## src/rtl/xbus_cfg_fetch_if.sv

```systemverilog
// Xbus initiator-to-slave signal bundle: request strobe, address/data and the
// slave's single-cycle acknowledge with read data.
`timescale 1ns/1ps
interface xbus_cfg_fetch_if;
  logic        xbs_select;
  logic [31:0] xbs_addr;
  logic [31:0] xbs_data;
  logic        xbs_rnw;
  logic [3:0]  xbs_be;
  logic        sl_ack;
  logic [31:0] sl_data;

  modport master (
    output xbs_select, xbs_addr, xbs_data, xbs_rnw, xbs_be,
    input  sl_ack, sl_data
  );

  modport slave (
    input  xbs_select, xbs_addr, xbs_data, xbs_rnw, xbs_be,
    output sl_ack, sl_data
  );
endinterface

```

## src/rtl/xbus_cfg_fetch.sv

```systemverilog
// Read-only xbus master: fetches word_count configuration words starting at
// base_addr, one transaction at a time, into a small FIFO for a streaming consumer.
`timescale 1ns/1ps
module xbus_cfg_fetch #(
  parameter int unsigned FIFO_DEPTH = 4,
  parameter int unsigned TIMEOUT    = 64
) (
  input  logic                  clk,
  input  logic                  rst,
  input  logic                  start_i,
  input  logic [31:0]           base_addr_i,
  input  logic [15:0]           word_count_i,
  output logic                  busy_o,
  output logic                  done_o,
  output logic                  error_o,
  xbus_cfg_fetch_if.master      xbs,
  output logic [31:0]           cfg_data_o,
  output logic                  cfg_valid_o,
  input  logic                  cfg_ready_i
);

  localparam int unsigned PTR_W = (FIFO_DEPTH > 1) ? $clog2(FIFO_DEPTH) : 1;
  localparam int unsigned CNT_W = PTR_W + 1;
  localparam int unsigned TO_W  = $clog2(TIMEOUT + 1);

  localparam logic [PTR_W-1:0] PTR_ONE  = PTR_W'(1);
  localparam logic [CNT_W-1:0] CNT_ONE  = CNT_W'(1);
  localparam logic [CNT_W-1:0] CNT_FULL = CNT_W'(FIFO_DEPTH);
  localparam logic [TO_W-1:0]  TO_ONE   = TO_W'(1);
  localparam logic [TO_W-1:0]  TO_LAST  = TO_W'(TIMEOUT - 1);

  typedef enum logic [2:0] {
    S_IDLE,
    S_REQ,
    S_WAIT,
    S_DRAIN,
    S_ERR
  } state_e;

  state_e            state_q;
  logic [31:0]       addr_q;
  logic [15:0]       rem_q;
  logic [TO_W-1:0]   tcnt_q;
  logic              select_q;
  logic              busy_q;
  logic              done_q;
  logic              error_q;

  logic [31:0]       fifo_mem [FIFO_DEPTH];
  logic [PTR_W-1:0]  wr_ptr_q;
  logic [PTR_W-1:0]  rd_ptr_q;
  logic [CNT_W-1:0]  count_q;
  logic [CNT_W-1:0]  count_d;

  logic push;
  logic pop;
  logic flush;
  logic space_ok;

  assign push     = (state_q == S_WAIT) && xbs.sl_ack;
  assign pop      = cfg_valid_o && cfg_ready_i;
  assign flush    = (state_q == S_ERR);
  // Nothing is outstanding in REQ, so one free slot covers the word about to be requested.
  assign space_ok = (count_q < CNT_FULL);

  // NOTE: every variable assigned in always_comb gets a default first, otherwise a
  // path that skips the assignment infers a latch.
  always_comb begin
    count_d = count_q;
    if (push && !pop) begin
      count_d = count_q + CNT_ONE;
    end else if (!push && pop) begin
      count_d = count_q - CNT_ONE;
    end
  end

  always_ff @(posedge clk or posedge rst) begin
    if (rst) begin
      wr_ptr_q <= '0;
      rd_ptr_q <= '0;
      count_q  <= '0;
    end else if (flush) begin
      wr_ptr_q <= '0;
      rd_ptr_q <= '0;
      count_q  <= '0;
    end else begin
      if (push) wr_ptr_q <= wr_ptr_q + PTR_ONE;
      if (pop)  rd_ptr_q <= rd_ptr_q + PTR_ONE;
      count_q <= count_d;
    end
  end

  // NOTE: the storage array is deliberately not reset; the count and pointers
  // define which entries are valid, and an unreset array maps onto plain RAM.
  always_ff @(posedge clk) begin
    if (push) fifo_mem[wr_ptr_q] <= xbs.sl_data;
  end

  // NOTE: sequential state uses non-blocking assignments only, so every register
  // sees the values from before the edge regardless of statement order.
  always_ff @(posedge clk or posedge rst) begin
    if (rst) begin
      state_q  <= S_IDLE;
      addr_q   <= '0;
      rem_q    <= '0;
      tcnt_q   <= '0;
      select_q <= 1'b0;
      busy_q   <= 1'b0;
      done_q   <= 1'b0;
      error_q  <= 1'b0;
    end else begin
      select_q <= 1'b0;
      done_q   <= 1'b0;
      unique case (state_q)
        S_IDLE: begin
          if (start_i) begin
            addr_q  <= base_addr_i;
            rem_q   <= word_count_i;
            busy_q  <= 1'b1;
            error_q <= 1'b0;
            state_q <= (word_count_i == 16'd0) ? S_DRAIN : S_REQ;
          end
        end
        S_REQ: begin
          if (space_ok) begin
            select_q <= 1'b1;
            tcnt_q   <= '0;
            state_q  <= S_WAIT;
          end
        end
        S_WAIT: begin
          if (xbs.sl_ack) begin
            addr_q  <= addr_q + 32'd1;
            rem_q   <= rem_q - 16'd1;
            state_q <= (rem_q == 16'd1) ? S_DRAIN : S_REQ;
          end else if (tcnt_q == TO_LAST) begin
            state_q <= S_ERR;
          end else begin
            tcnt_q <= tcnt_q + TO_ONE;
          end
        end
        S_DRAIN: begin
          if (count_q == '0) begin
            done_q  <= 1'b1;
            busy_q  <= 1'b0;
            state_q <= S_IDLE;
          end
        end
        S_ERR: begin
          error_q <= 1'b1;
          done_q  <= 1'b1;
          busy_q  <= 1'b0;
          state_q <= S_IDLE;
        end
        default: state_q <= S_IDLE;
      endcase
    end
  end

  assign busy_o         = busy_q;
  assign done_o         = done_q;
  assign error_o        = error_q;
  assign xbs.xbs_select = select_q;
  assign xbs.xbs_addr   = addr_q;
  assign xbs.xbs_data   = 32'd0;
  assign xbs.xbs_rnw    = 1'b1;
  assign xbs.xbs_be     = 4'hF;
  assign cfg_data_o     = fifo_mem[rd_ptr_q];
  assign cfg_valid_o    = (count_q != '0);

endmodule

```

## src/flat_wrapper.sv

```systemverilog
// flat-port wrapper written by rule: the top's interface ports become plain ports
module xbus_cfg_fetch_flat 
#(
  parameter int unsigned FIFO_DEPTH = 4,
  parameter int unsigned TIMEOUT    = 64
)
  (clk, rst, start_i, base_addr_i, word_count_i, busy_o, done_o, error_o, cfg_data_o, cfg_valid_o, cfg_ready_i, xbs_xbs_select, xbs_xbs_addr, xbs_xbs_data, xbs_xbs_rnw, xbs_xbs_be, xbs_sl_ack, xbs_sl_data);
  xbus_cfg_fetch_if xbs_i ();
  input  logic clk;
  input  logic rst;
  input  logic start_i;
  input  logic [31:0] base_addr_i;
  input  logic [15:0] word_count_i;
  output logic busy_o;
  output logic done_o;
  output logic error_o;
  output logic [31:0] cfg_data_o;
  output logic cfg_valid_o;
  input  logic cfg_ready_i;
  output wire logic [$bits(xbs_i.xbs_select)-1:0] xbs_xbs_select;
  output wire logic [$bits(xbs_i.xbs_addr)-1:0] xbs_xbs_addr;
  output wire logic [$bits(xbs_i.xbs_data)-1:0] xbs_xbs_data;
  output wire logic [$bits(xbs_i.xbs_rnw)-1:0] xbs_xbs_rnw;
  output wire logic [$bits(xbs_i.xbs_be)-1:0] xbs_xbs_be;
  input wire logic [$bits(xbs_i.sl_ack)-1:0] xbs_sl_ack;
  input wire logic [$bits(xbs_i.sl_data)-1:0] xbs_sl_data;
  assign xbs_xbs_select = xbs_i.xbs_select;
  assign xbs_xbs_addr = xbs_i.xbs_addr;
  assign xbs_xbs_data = xbs_i.xbs_data;
  assign xbs_xbs_rnw = xbs_i.xbs_rnw;
  assign xbs_xbs_be = xbs_i.xbs_be;
  assign xbs_i.sl_ack = xbs_sl_ack;
  assign xbs_i.sl_data = xbs_sl_data;
  xbus_cfg_fetch #(.FIFO_DEPTH(FIFO_DEPTH), .TIMEOUT(TIMEOUT)) u_core (.clk(clk), .rst(rst), .start_i(start_i), .base_addr_i(base_addr_i), .word_count_i(word_count_i), .busy_o(busy_o), .done_o(done_o), .error_o(error_o), .xbs(xbs_i), .cfg_data_o(cfg_data_o), .cfg_valid_o(cfg_valid_o), .cfg_ready_i(cfg_ready_i));
endmodule
```

## config.mk

```make
export PLATFORM = sky130hd
export DESIGN_NAME = xbus_cfg_fetch_flat
export DESIGN_NICKNAME = d
export VERILOG_FILES = /design/src/rtl/xbus_cfg_fetch_if.sv /design/src/rtl/xbus_cfg_fetch.sv /design/src/flat_wrapper.sv
export SDC_FILE = /design/constraint.sdc
export NUM_CORES = 1
export LEC_CHECK = 0
export ABC_AREA = 1
export ABC_CLOCK_PERIOD_IN_PS = 3700
export BUFFER_PORTS_ARGS = -buffer_cell sky130_fd_sc_hd__buf_4
export CAP_MARGIN = 10
export CORE_ASPECT_RATIO = 0.6
export CORE_MARGIN = 8
export CORE_UTILIZATION = 55
export CTS_BUF_LIST = sky130_fd_sc_hd__clkbuf_4 sky130_fd_sc_hd__clkbuf_8
export CTS_CLUSTER_DIAMETER = 150
export DETAILED_ROUTE_END_ITERATION = 10
export MAX_ROUTING_LAYER = met4
export PLACE_DENSITY = 0.79
export SLEW_MARGIN = 20
export SYNTH_ARGS = -nofsm -noshare
export SYNTH_HDL_FRONTEND = slang
export SYNTH_SLANG_ARGS = --single-unit
```

## constraint.sdc

```tcl
create_clock -name clk -period 3.7 [get_ports clk]
set_clock_uncertainty 0.05 [all_clocks]
set_input_delay 0.74 -clock clk [delete_from_list [all_inputs] [get_ports clk]]
set_output_delay 0.74 -clock clk [all_outputs]
set_load 0.03 [all_outputs]
```

==> impl_metrics.toml, run 1 <==
[synthesis]
ys_seq_area_share_pct = 56.2
syn-mean-instance-area_um2 = 8.92
synth_cells = 1111
syn_area_um2 = 9910
synth-seq-cells = 197
synth-warning-count = 0
synth_unique_cells = 36

[placed_design]
dpl_cell_area_um2 = 11100
routabilityCongestion = 0.943
detailedPlacementHpwl_um = 17500
placement.io_buffers = 153
number_of_cells_in_the_design_after_placement = 1473

[clock_network]
max-clock-path-buffers = 2
cts_tree = "built"
path_clk_slew_ps = 110
root_buffer = "sky130_fd_sc_hd__clkbuf_8"
ctsResizeCount = 0
post_cts_hold_buffer_count = 0
cts_inserted_buffers = 17
clock_tree.htree_level_count = 4
cts_sinks = 197
post_cts_buffers = 0
clk-insertion-delay-late_ps = 480

[setup_path]
crit_path_top_delay_cell = "sky130_fd_sc_hd__clkinv_1"
reg2reg_depth = 11
r2r_start = "u_core.state_q[2]$_DFFE_PP0P_"
cp_num_buf_inv = 3
path_class = "reg -> out"
cpMostUsedCell = "sky130_fd_sc_hd__buf_4"
end_kind = "output pin"
startpoint_type_of_the_worst_setup_path = "flop"
cell_chain_of_the_critical_path = "clkinv_1 > buf_4 > o21ai_0 > o22ai_1 > buf_4"
critical_path_depth = 5
worst_path_largest_cell_delay_ps = 630
worst_ep_arrival_time_ps = 2450
worstPathRequired_ps = 2910
r2r_setup_slack_ps = 1100
cp_max_fo = 31
worst_path_dominant_cell_family = "buffers and inverters"
crit_path_start = "u_core.rd_ptr_q[0]$_DFFE_PP0P_"

[die]
die_footprint_um2 = 22700
initial_core_util_pct = 55.5
die_w_um = 189
num_rows = 38
num_io_pins = 191
floorplan.die.height_um = 120
design.core.area_um2 = 17900

[layout]
fillCellCount = 1503
finish.instance_area_um2 = 11500
number_of_standard_cells_in_the_layout_taps_in_and_fillers_out = 1505
antenna_cells = 0
share_of_layout_cells_above_drive_strength_1_pct = 18.0
num-nets-final = 1347
syn_to_final_growth_pct = 15.7

[route]
detailed_route_wl_um = 24900
vias = 8053
vias_per_cell = 5.35
drcViolationCount = 0
drt.antenna.violating_nets = 0
first_iter_violations = 834
firstDrtPassIters = 5
wire_per_inst_um = 16.6

[global_routing]
largest_net_degree_at_the_start_of_global_routing = 84
number_of_antenna_violations_at_the_first_check_in_global_routing = 0
grt_pass1_vias = 7306
grt_first_pass_wirelength_um = 39100
gr-usage-all-layers_pct = 22.2
globalRouteOverflowTotal = 0

[timing]
timing.final.crit_period_ps = 3240
timing.slew.headroom_pct = 36.7
final_min_period_over_clock_period_pct = 87.6
tightest_slew_ps = 947
timing_hold_violations_final = 0
final-setup-viol-count = 0
setup_tns_ps = 0
achievable-frequency_mhz = 308
fin_hold_ws_ps = 289
drv_slew = 0
rsz_0062_raised_after_global_routing = "no"

[power]
vdd_drop_max_v = 0.000447
total_leakage_power_nw = 4.89
power-per-cell-area_nw_per_um2 = 806

[worst_hold_path]
timing.hold.worst.class = "in -> async"

[job]
cap_viol_max_count = 0

[run_status]
status = "complete, no violations"
worst register-to-register path, cell delays in order (launching register included):
cell and delay (ps):
sky130_fd_sc_hd__dfrtp_1 440, sky130_fd_sc_hd__nor2_4 80, sky130_fd_sc_hd__nand2_4 330, sky130_fd_sc_hd__inv_4 60, sky130_fd_sc_hd__nand2_2 290, sky130_fd_sc_hd__inv_1 130
sky130_fd_sc_hd__ha_1 260, sky130_fd_sc_hd__fa_1 390, sky130_fd_sc_hd__a21oi_1 160, sky130_fd_sc_hd__o21ai_0 130, sky130_fd_sc_hd__xor2_1 160, sky130_fd_sc_hd__nor2_1 80
final cells by class:
type | count | area [µm²] | area share (%)
Sequential cell | 197 | 5570 | 48.6
Clock inverter | 13 | 144 | 1.25
Tap cell | 240 | 300 | 2.62
Clock buffer | 19 | 249 | 2.17
Multi-Input combinational cell | 785 | 3630 | 31.7
Timing Repair Buffer | 166 | 1250 | 10.9
Inverter | 85 | 322 | 2.80
power by group:
group	switching (mW)	internal, mW
logic	3.12	1.48
clock network	0.786	0.625
registers	0.444	2.78
total	4.35	4.89
state kept, by name, summed over array words and instances, names as in the netlist, 2 cells and up:
| signal | count |
|---|---|
| u_core.fifo_mem | 128 |
| u_core.xbs.xbs_addr | 32 |
| u_core.rem_q | 16 |
| u_core.tcnt_q | 7 |
| u_core.count_q | 3 |
| u_core.state_q | 3 |
| u_core.rd_ptr_q | 2 |
| u_core.wr_ptr_q | 2 |
placed cells by master, fill, tap and decap left out, drive strengths merged:
master    synthesis  final
xor2             10     10
o22ai            37     37
fa                1      1
nand3            49     49
nor2            214    214
clkinv            0      3
nand3b            1      1
a31oi             1      1
conb              2     37
a21oi            27     27
bufinv            0      2
xnor2             3      3
a211oi            1      1
and2              1      1
edfxtp          128    128
clkbuf           19     19
clkinvlp          0      3
o211ai            2      2
o21bai            2      2
dfrtp            69     69
o21ai           119    119
ha                9      9
nand4             5      5
nand2           256    256
buf              60    166
inv              85     90
nor3              5      5
or2               5      5
stage by stage:
step	worst slack [ps]	power (mW)	utilization, %
after floorplan	951	6.46	-
after global placement	1030	7.73	61.9
after detailed placement	944	7.85	61.9
after CTS	421	9.26	64.1
after global routing	195	9.85	64.1
final	457	9.24	64.1
final timing paths:
| check | endpoint |
|---|---|
| min | u_core.xbs.xbs_addr[27]$_DFFE_PP0P_ |
| max | cfg_data_o[19] |
| max reg2reg | u_core.count_q[2]$_DFFE_PP0P_ |
| min in group clk | u_core.fifo_mem[1][29]$_DFFE_PP_ |
| min reg2reg | u_core.rem_q[15]$_DFFE_PP0P_ |
| max in group asynchronous | u_core.rem_q[12]$_DFFE_PP0P_ |
cell families (layout without fill, tap and decap cells):
family	count (synthesis)	in the layout	synth area share (%)
fa+ha+maj	10	10	1.34
compound gates	189	189	10.3
flops	197	197	56.2
xor+xnor	13	13	1.15
simple gates	536	536	22.2
buf+inv	164	283	8.78
other cells	2	37	0.0758
Yosys cell counts, drive strengths merged:
library cell | count | area (µm²)
a211oi | 1 | 7.51
nand3 | 49 | 245
clkbuf | 19 | 71.3
nand4 | 5 | 31.3
edfxtp | 128 | 3840
o21ai | 119 | 607
o211ai | 2 | 15.0
or2 | 5 | 31.3
a31oi | 1 | 6.26
fa | 1 | 20.0
o21bai | 2 | 15.0
xor2 | 10 | 87.6
nand2 | 256 | 996
nor3 | 5 | 25.0
a21oi | 27 | 135
nor2 | 214 | 858
conb | 2 | 7.51
inv | 85 | 322
nand3b | 1 | 7.51
and2 | 1 | 6.26
ha | 9 | 113
buf | 60 | 478
xnor2 | 3 | 26.3
o22ai | 37 | 231
dfrtp | 69 | 1730
layer usage:
layer  track usage, %  routed length, µm
met4             5.06                265
met3             5.21               2170
met1             32.4              11900
met2             31.0              10600
met5                -                  0
No activity file was read; power rests on OpenSTA's default activity.
==> run 2: changes to the inputs <==
--- a/config.mk
+++ b/config.mk
@@ -7,7 +7,7 @@
 export LEC_CHECK = 0
 export ABC_AREA = 1
 export ABC_CLOCK_PERIOD_IN_PS = 3700
-export BUFFER_PORTS_ARGS = -buffer_cell sky130_fd_sc_hd__buf_4
+export BUFFER_PORTS_ARGS = -buffer_cell sky130_fd_sc_hd__buf_2
 export CAP_MARGIN = 10
 export CORE_ASPECT_RATIO = 0.6
 export CORE_MARGIN = 8
==> run 2 against run 1 <==
Effect of this change: sequential share of layout area up 1.7 points; wire length down 2.7%; sequential cell count unchanged; register-to-register slack better by 80 ps; die area unchanged; clock power about the same.
==> impl_metrics.toml, run 2 (same netlist as run 1, synthesis figures left out) <==
[run_status]
status = "complete, no violations"

[power]
power_frac_comb_pct = 47.6
seqPwrFrac_pct = 36.5
clock_power_share_pct = 15.9
total_leakage_power_nw = 4.77
power-per-cell-area_nw_per_um2 = 806
netSwitchingPower_mw = 4.30
switching_share_pct = 48.2
p_int_mw = 4.63
vdd_drop_max_v = 0.000505
post-layout-total-power_mw = 8.92

[setup_path]
startpoint_type_of_the_worst_setup_path = "flop"
crit_path_top_delay_cell = "sky130_fd_sc_hd__dfrtp_2"
reg2reg_depth = 11
worst_ep_arrival_time_ps = 2320
worst_path_largest_cell_delay_ps = 590
crit_path_start = "u_core.rd_ptr_q[0]$_DFFE_PP0P_"
cell_chain_of_the_critical_path = "inv_1 > buf_4 > o21ai_0 > o22ai_1 > buf_2"
end_kind = "output pin"
r2r_start = "u_core.state_q[2]$_DFFE_PP0P_"
r2r_end = "u_core.count_q[2]$_DFFE_PP0P_"
path_class = "reg -> out"
r2r_setup_slack_ps = 1180
worstPathRequired_ps = 2910
cp_max_fo = 65

[clock_network]
path_clk_slew_ps = 110
post_cts_buffers = 0
cts_tree = "built"
clock_tree.htree_level_count = 4
post_cts_hold_buffer_count = 0
max-clock-path-buffers = 2
clk-insertion-delay-late_ps = 470
cts_sinks = 197
cts_inserted_buffers = 17
ctsResizeCount = 0
root_buffer = "sky130_fd_sc_hd__clkbuf_8"

[layout]
finish.instance_area_um2 = 11100
syn_to_final_growth_pct = 11.7
flip_flop_count_of_the_largest_register_all_copies_and_words_added = 128
finish.utilization_pct = 61.9
top_register = "u_core.fifo_mem"
share_of_layout_cells_above_drive_strength_1_pct = 18.0
fillCellCount = 1520
final_common_cell = "sky130_fd_sc_hd__nand2_1"
num-nets-final = 1346
final_cell_mix = "sky130_fd_sc_hd__nand2_1, sky130_fd_sc_hd__nor2_1, sky130_fd_sc_hd__buf_2, sky130_fd_sc_hd__edfxtp_1, sky130_fd_sc_hd__o21ai_0"

[placed_design]
dpl_cell_area_um2 = 10700
detailedPlacementHpwl_um = 17100
placement.io_buffers = 153
place_ws_ps = 1100
routabilityCongestion = 0.936

[route]
vias = 7927
vias_per_cell = 5.27
wire_per_inst_um = 16.1
drt.antenna.violating_nets = 0
firstDrtPassIters = 6
detailed_route_wl_um = 24200
first_iter_violations = 704
drcViolationCount = 0

[timing]
layout_setup_ws_ps = 594
final_min_period_over_clock_period_pct = 84.0
setup_tns_ps = 0
timing_hold_violations_final = 0
drv_slew = 0
tightest_slew_ps = 1050
timing.final.crit_period_ps = 3110
rsz_0062_raised_after_global_routing = "no"
timing.slew.headroom_pct = 30.0
final-setup-viol-count = 0
achievable-frequency_mhz = 322

[die]
initial_core_util_pct = 55.5
floorplan.die.height_um = 120
num_rows = 38
die_w_um = 189
num_io_pins = 191
die_footprint_um2 = 22700
design.core.area_um2 = 17900

[global_routing]
globalRouteOverflowTotal = 0
number_of_antenna_violations_at_the_first_check_in_global_routing = 1
grt_pass1_vias = 7327
gr-usage-all-layers_pct = 21.9
grt_first_pass_wirelength_um = 38700
largest_net_degree_at_the_start_of_global_routing = 84

[worst_hold_path]
timing.hold.worst.class = "in -> reg"
min_delay_path_depth = 1
hold_end = "u_core.fifo_mem[2][13]$_DFFE_PP_"
worstHoldStart = "xbs_sl_data[13]"

[job]
cap_viol_max_count = 0
-- run 2: cell types whose count changed in the layout (fill, tap and decap cells not counted), sizes merged --
cell,delta
diode,+1
buf,-1
clkbuf,-1
inv,+3
clkinvlp,-2
-- run 2: worst max path at each step --
stage                                       to  slack [ps]
2_1_floorplan  u_core.fifo_mem[0][0]$_DFFE_PP_         950
3_3_place_gp                     cfg_data_o[9]        1140
3_5_place_dp                     cfg_data_o[9]        1100
4_1_cts                         cfg_data_o[26]         570
5_1_grt                         cfg_data_o[20]         360
6_report                         cfg_data_o[9]         590
-- run 2: power groups by stage --
stage,Clock [mW],Combinational (mW),Sequential (mW)
6_report,1.42,4.25,3.25
5_1_grt,1.54,4.74,3.31
4_1_cts,1.46,4.26,3.23
3_5_place_dp,0,4.25,3.28
3_3_place_gp,0,4.16,3.27
2_1_floorplan,0,2.96,3.50
-- run 2: layer usage --
metal  vias to the layer above  global-route usage, %  wire length, µm
met5                         -                      -                0
met4                         0                   4.82              179
met3                        13                   6.26             2380
met2                       358                   30.5            10200
met1                      3669                   31.3            11500
li1                       3887                      -                -
-- run 2: critical path: cells and delay by family, from the launching register on --
family | cells | cell delay [ps]
flip-flops | 1 | 590
AO/OA/AOI/OAI | 2 | 380
buffers and inverters | 3 | 860
-- run 2: final cells by class --
| type | count | area [µm²] | area share (%) |
|---|---|---|---|
| diodes | 1 | 2.50 | 0.0226 |
| clock buffers | 18 | 241 | 2.18 |
| clock inverters | 14 | 163 | 1.47 |
| inverters | 85 | 322 | 2.90 |
| multi-input cells | 785 | 3610 | 32.6 |
| flip-flops and latches | 197 | 5570 | 50.3 |
| well taps | 240 | 300 | 2.71 |
| repair buffers | 165 | 856 | 7.73 |
-- run 2: metrics by stage --
| stage | hold slack (ps) | std cells |
|---|---|---|
| 5_1_grt | 388 | 1505 |
| 4_1_cts | 393 | 1504 |
| 6_report | 425 | 1505 |
| 3_5_place_dp | 413 | 1472 |
| 2_1_floorplan | 391 | 1146 |
| 3_3_place_gp | 406 | 1472 |
==> run 3: changes to the inputs <==
--- a/config.mk
+++ b/config.mk
@@ -6,12 +6,12 @@
 export NUM_CORES = 1
 export LEC_CHECK = 0
 export ABC_AREA = 1
-export ABC_CLOCK_PERIOD_IN_PS = 3700
+export ABC_CLOCK_PERIOD_IN_PS = 2850
 export BUFFER_PORTS_ARGS = -buffer_cell sky130_fd_sc_hd__buf_2
 export CAP_MARGIN = 10
 export CORE_ASPECT_RATIO = 0.6
 export CORE_MARGIN = 8
-export CORE_UTILIZATION = 55
+export CORE_UTILIZATION = 52
 export CTS_BUF_LIST = sky130_fd_sc_hd__clkbuf_4 sky130_fd_sc_hd__clkbuf_8
 export CTS_CLUSTER_DIAMETER = 150
 export DETAILED_ROUTE_END_ITERATION = 10
==> constraint.sdc (replaced) <==
create_clock -name clk -period 2.85 [get_ports clk]
set_clock_uncertainty 0.05 [all_clocks]
set_input_delay 0.57 -clock clk [delete_from_list [all_inputs] [get_ports clk]]
set_output_delay 0.57 -clock clk [all_outputs]
set_load 0.03 [all_outputs]
==> run 3 against run 2 <==
Effect of this change: final cell count grew 0.73%; global-route usage shrank 0.73 points; register-to-register slack lost 540 ps; sequential cell count is the same; hold slack lost 320 ps; critical path type unchanged; largest cell class unchanged; largest power group unchanged; highest routed layer unchanged.
==> impl_metrics.toml, run 3 (same netlist as run 1, synthesis figures left out) <==
[setup_path]
startpoint_type_of_the_worst_setup_path = "flop"
worst_path_largest_cell_delay_ps = 390
crit_path_start = "u_core.rd_ptr_q[0]$_DFFE_PP0P_"
worst_ep_arrival_time_ps = 2020
end_kind = "output pin"
cell_chain_of_the_critical_path = "buf_4 > o21ai_0 > o22ai_1 > buf_2"
worst_path_dominant_cell_family = "buffers and inverters"
crit_path_top_delay_cell = "sky130_fd_sc_hd__buf_4"
r2r_start = "u_core.state_q[2]$_DFFE_PP0P_"
cp_num_buf_inv = 2
worstPathRequired_ps = 2230
cp_max_fo = 45
path_class = "reg -> out"

[placed_design]
dpl_cell_area_um2 = 10700
detailedPlacementHpwl_um = 17700
placement.io_buffers = 153
place_ws_ps = 571
routabilityCongestion = 1.04

[timing]
timing.slew.headroom_pct = 36.7
timing_hold_violations_final = 0
achievable-frequency_mhz = 379
layout_setup_ws_ps = 214
drv_slew = 0
final-setup-viol-count = 0
setup_tns_ps = 0
fin_hold_ws_ps = 103
rsz_0062_raised_after_global_routing = "no"
final_min_period_over_clock_period_pct = 92.5
timing.final.crit_period_ps = 2640
tightest_slew_ps = 946

[clock_network]
ctsResizeCount = 0
cts_tree = "built"
path_clk_slew_ps = 100
max-clock-path-buffers = 2
cts_sinks = 197
post_cts_buffers = 0
clock_tree.htree_level_count = 4
clk-insertion-delay-late_ps = 480
post_cts_hold_buffer_count = 0
cts_inserted_buffers = 17
root_buffer = "sky130_fd_sc_hd__clkbuf_8"

[die]
die_footprint_um2 = 23900
floorplan.die.height_um = 123
num_io_pins = 191
num_rows = 39
initial_core_util_pct = 52.6
die_w_um = 194
design.core.area_um2 = 18800

[layout]
share_of_layout_cells_above_drive_strength_1_pct = 18.3
syn_to_final_growth_pct = 12.4
finish.instance_area_um2 = 11100
top_register = "u_core.fifo_mem"
fillCellCount = 1650
num-nets-final = 1352
final_common_cell = "sky130_fd_sc_hd__nand2_1"
final_cell_mix = "sky130_fd_sc_hd__nand2_1, sky130_fd_sc_hd__nor2_1, sky130_fd_sc_hd__buf_2, sky130_fd_sc_hd__edfxtp_1, sky130_fd_sc_hd__o21ai_0"
flip_flop_count_of_the_largest_register_all_copies_and_words_added = 128

[global_routing]
grt_pass1_vias = 7207
globalRouteOverflowTotal = 0
globalRouteMet1Util_pct = 29.9
use_met3_pct = 6.52
gr-usage-all-layers_pct = 21.1
number_of_antenna_violations_at_the_first_check_in_global_routing = 1
grt_busiest_layer = "met1"
grt.met2_usage_pct = 29.1
largest_net_degree_at_the_start_of_global_routing = 84
grt_first_pass_wirelength_um = 38600

[run_status]
status = "complete, no violations"

[route]
detailed_route_wl_um = 25100
vias_per_cell = 5.29
vias = 8020
wire_per_inst_um = 16.5
first_iter_violations = 820
drt.antenna.violating_nets = 0
drcViolationCount = 0
firstDrtPassIters = 6

[power]
power-per-cell-area_nw_per_um2 = 1050
total_leakage_power_nw = 4.80
vdd_drop_max_v = 0.000518

[worst_hold_path]
timing.hold.worst.class = "in -> async"

[job]
cap_viol_max_count = 0
-- run 3: cell count changes in the layout (fill, tap and decap cells not counted), sizes merged --
cell,previous run,this run
buf,165,171
clkbuf,18,17
-- run 3: stage by stage --
stage / total power [mW] / cells / util [%]
6_report: 11.7 / 1516 / 59.2
3_5_place_dp: 9.90 / 1484 / 57.0
4_1_cts: 11.8 / 1515 / 59.1
2_1_floorplan: 8.39 / 1146 / -
3_3_place_gp: 9.75 / 1484 / 57.0
5_1_grt: 12.5 / 1516 / 59.2
-- run 3: layout make-up --
class / count / area [µm²] / area share [%]
multi-input cells: 785 / 3610 / 32.4
inverters: 85 / 322 / 2.89
clock buffers: 17 / 234 / 2.10
flip-flops and latches: 197 / 5570 / 50.0
diodes: 1 / 2.50 / 0.0225
well taps: 246 / 308 / 2.76
clock inverters: 14 / 166 / 1.49
repair buffers: 171 / 926 / 8.31
-- run 3: final timing paths --
| path | to | slack [ps] | cells after the start |
|---|---|---|---|
| worst min-delay path | u_core.xbs.xbs_addr[7]$_DFFE_PP0P_ | 100 | 3 |
| worst min register to register | u_core.error_o$_DFFE_PP0P_ | 450 | 2 |
| min in group clk | u_core.fifo_mem[1][23]$_DFFE_PP_ | 250 | 1 |
| max in group asynchronous | u_core.rem_q[11]$_DFFE_PP0P_ | 2330 | 3 |
| worst max-delay path | cfg_data_o[15] | 210 | 4 |
| worst max register to register | u_core.count_q[2]$_DFFE_PP0P_ | 640 | 11 |
-- run 3: worst register-to-register path: stages (launching register included) --
cell	delay (ps)
sky130_fd_sc_hd__dfrtp_1	450
sky130_fd_sc_hd__nor2_4	90
sky130_fd_sc_hd__nand2_4	80
sky130_fd_sc_hd__inv_4	30
sky130_fd_sc_hd__nand2_2	200
sky130_fd_sc_hd__inv_1	120
sky130_fd_sc_hd__ha_1	250
sky130_fd_sc_hd__fa_1	390
sky130_fd_sc_hd__a21oi_1	150
sky130_fd_sc_hd__o21ai_0	110
sky130_fd_sc_hd__xor2_1	150
sky130_fd_sc_hd__nor2_1	90
-- run 3: power breakdown --
part | internal, mW | switching [mW]
registers | 3.61 | 0.584
logic | 1.65 | 4.03
clock network | 0.806 | 1.04
total | 6.07 | 5.66
-- run 3: routing by layer --
| layer | vias up | share of wire (%) |
|---|---|---|
| met4 | 0 | 0.95 |
| met1 | 3754 | 47 |
| met5 | - | 0 |
| met3 | 20 | 9.3 |
| li1 | 3905 | - |
| met2 | 341 | 43 |
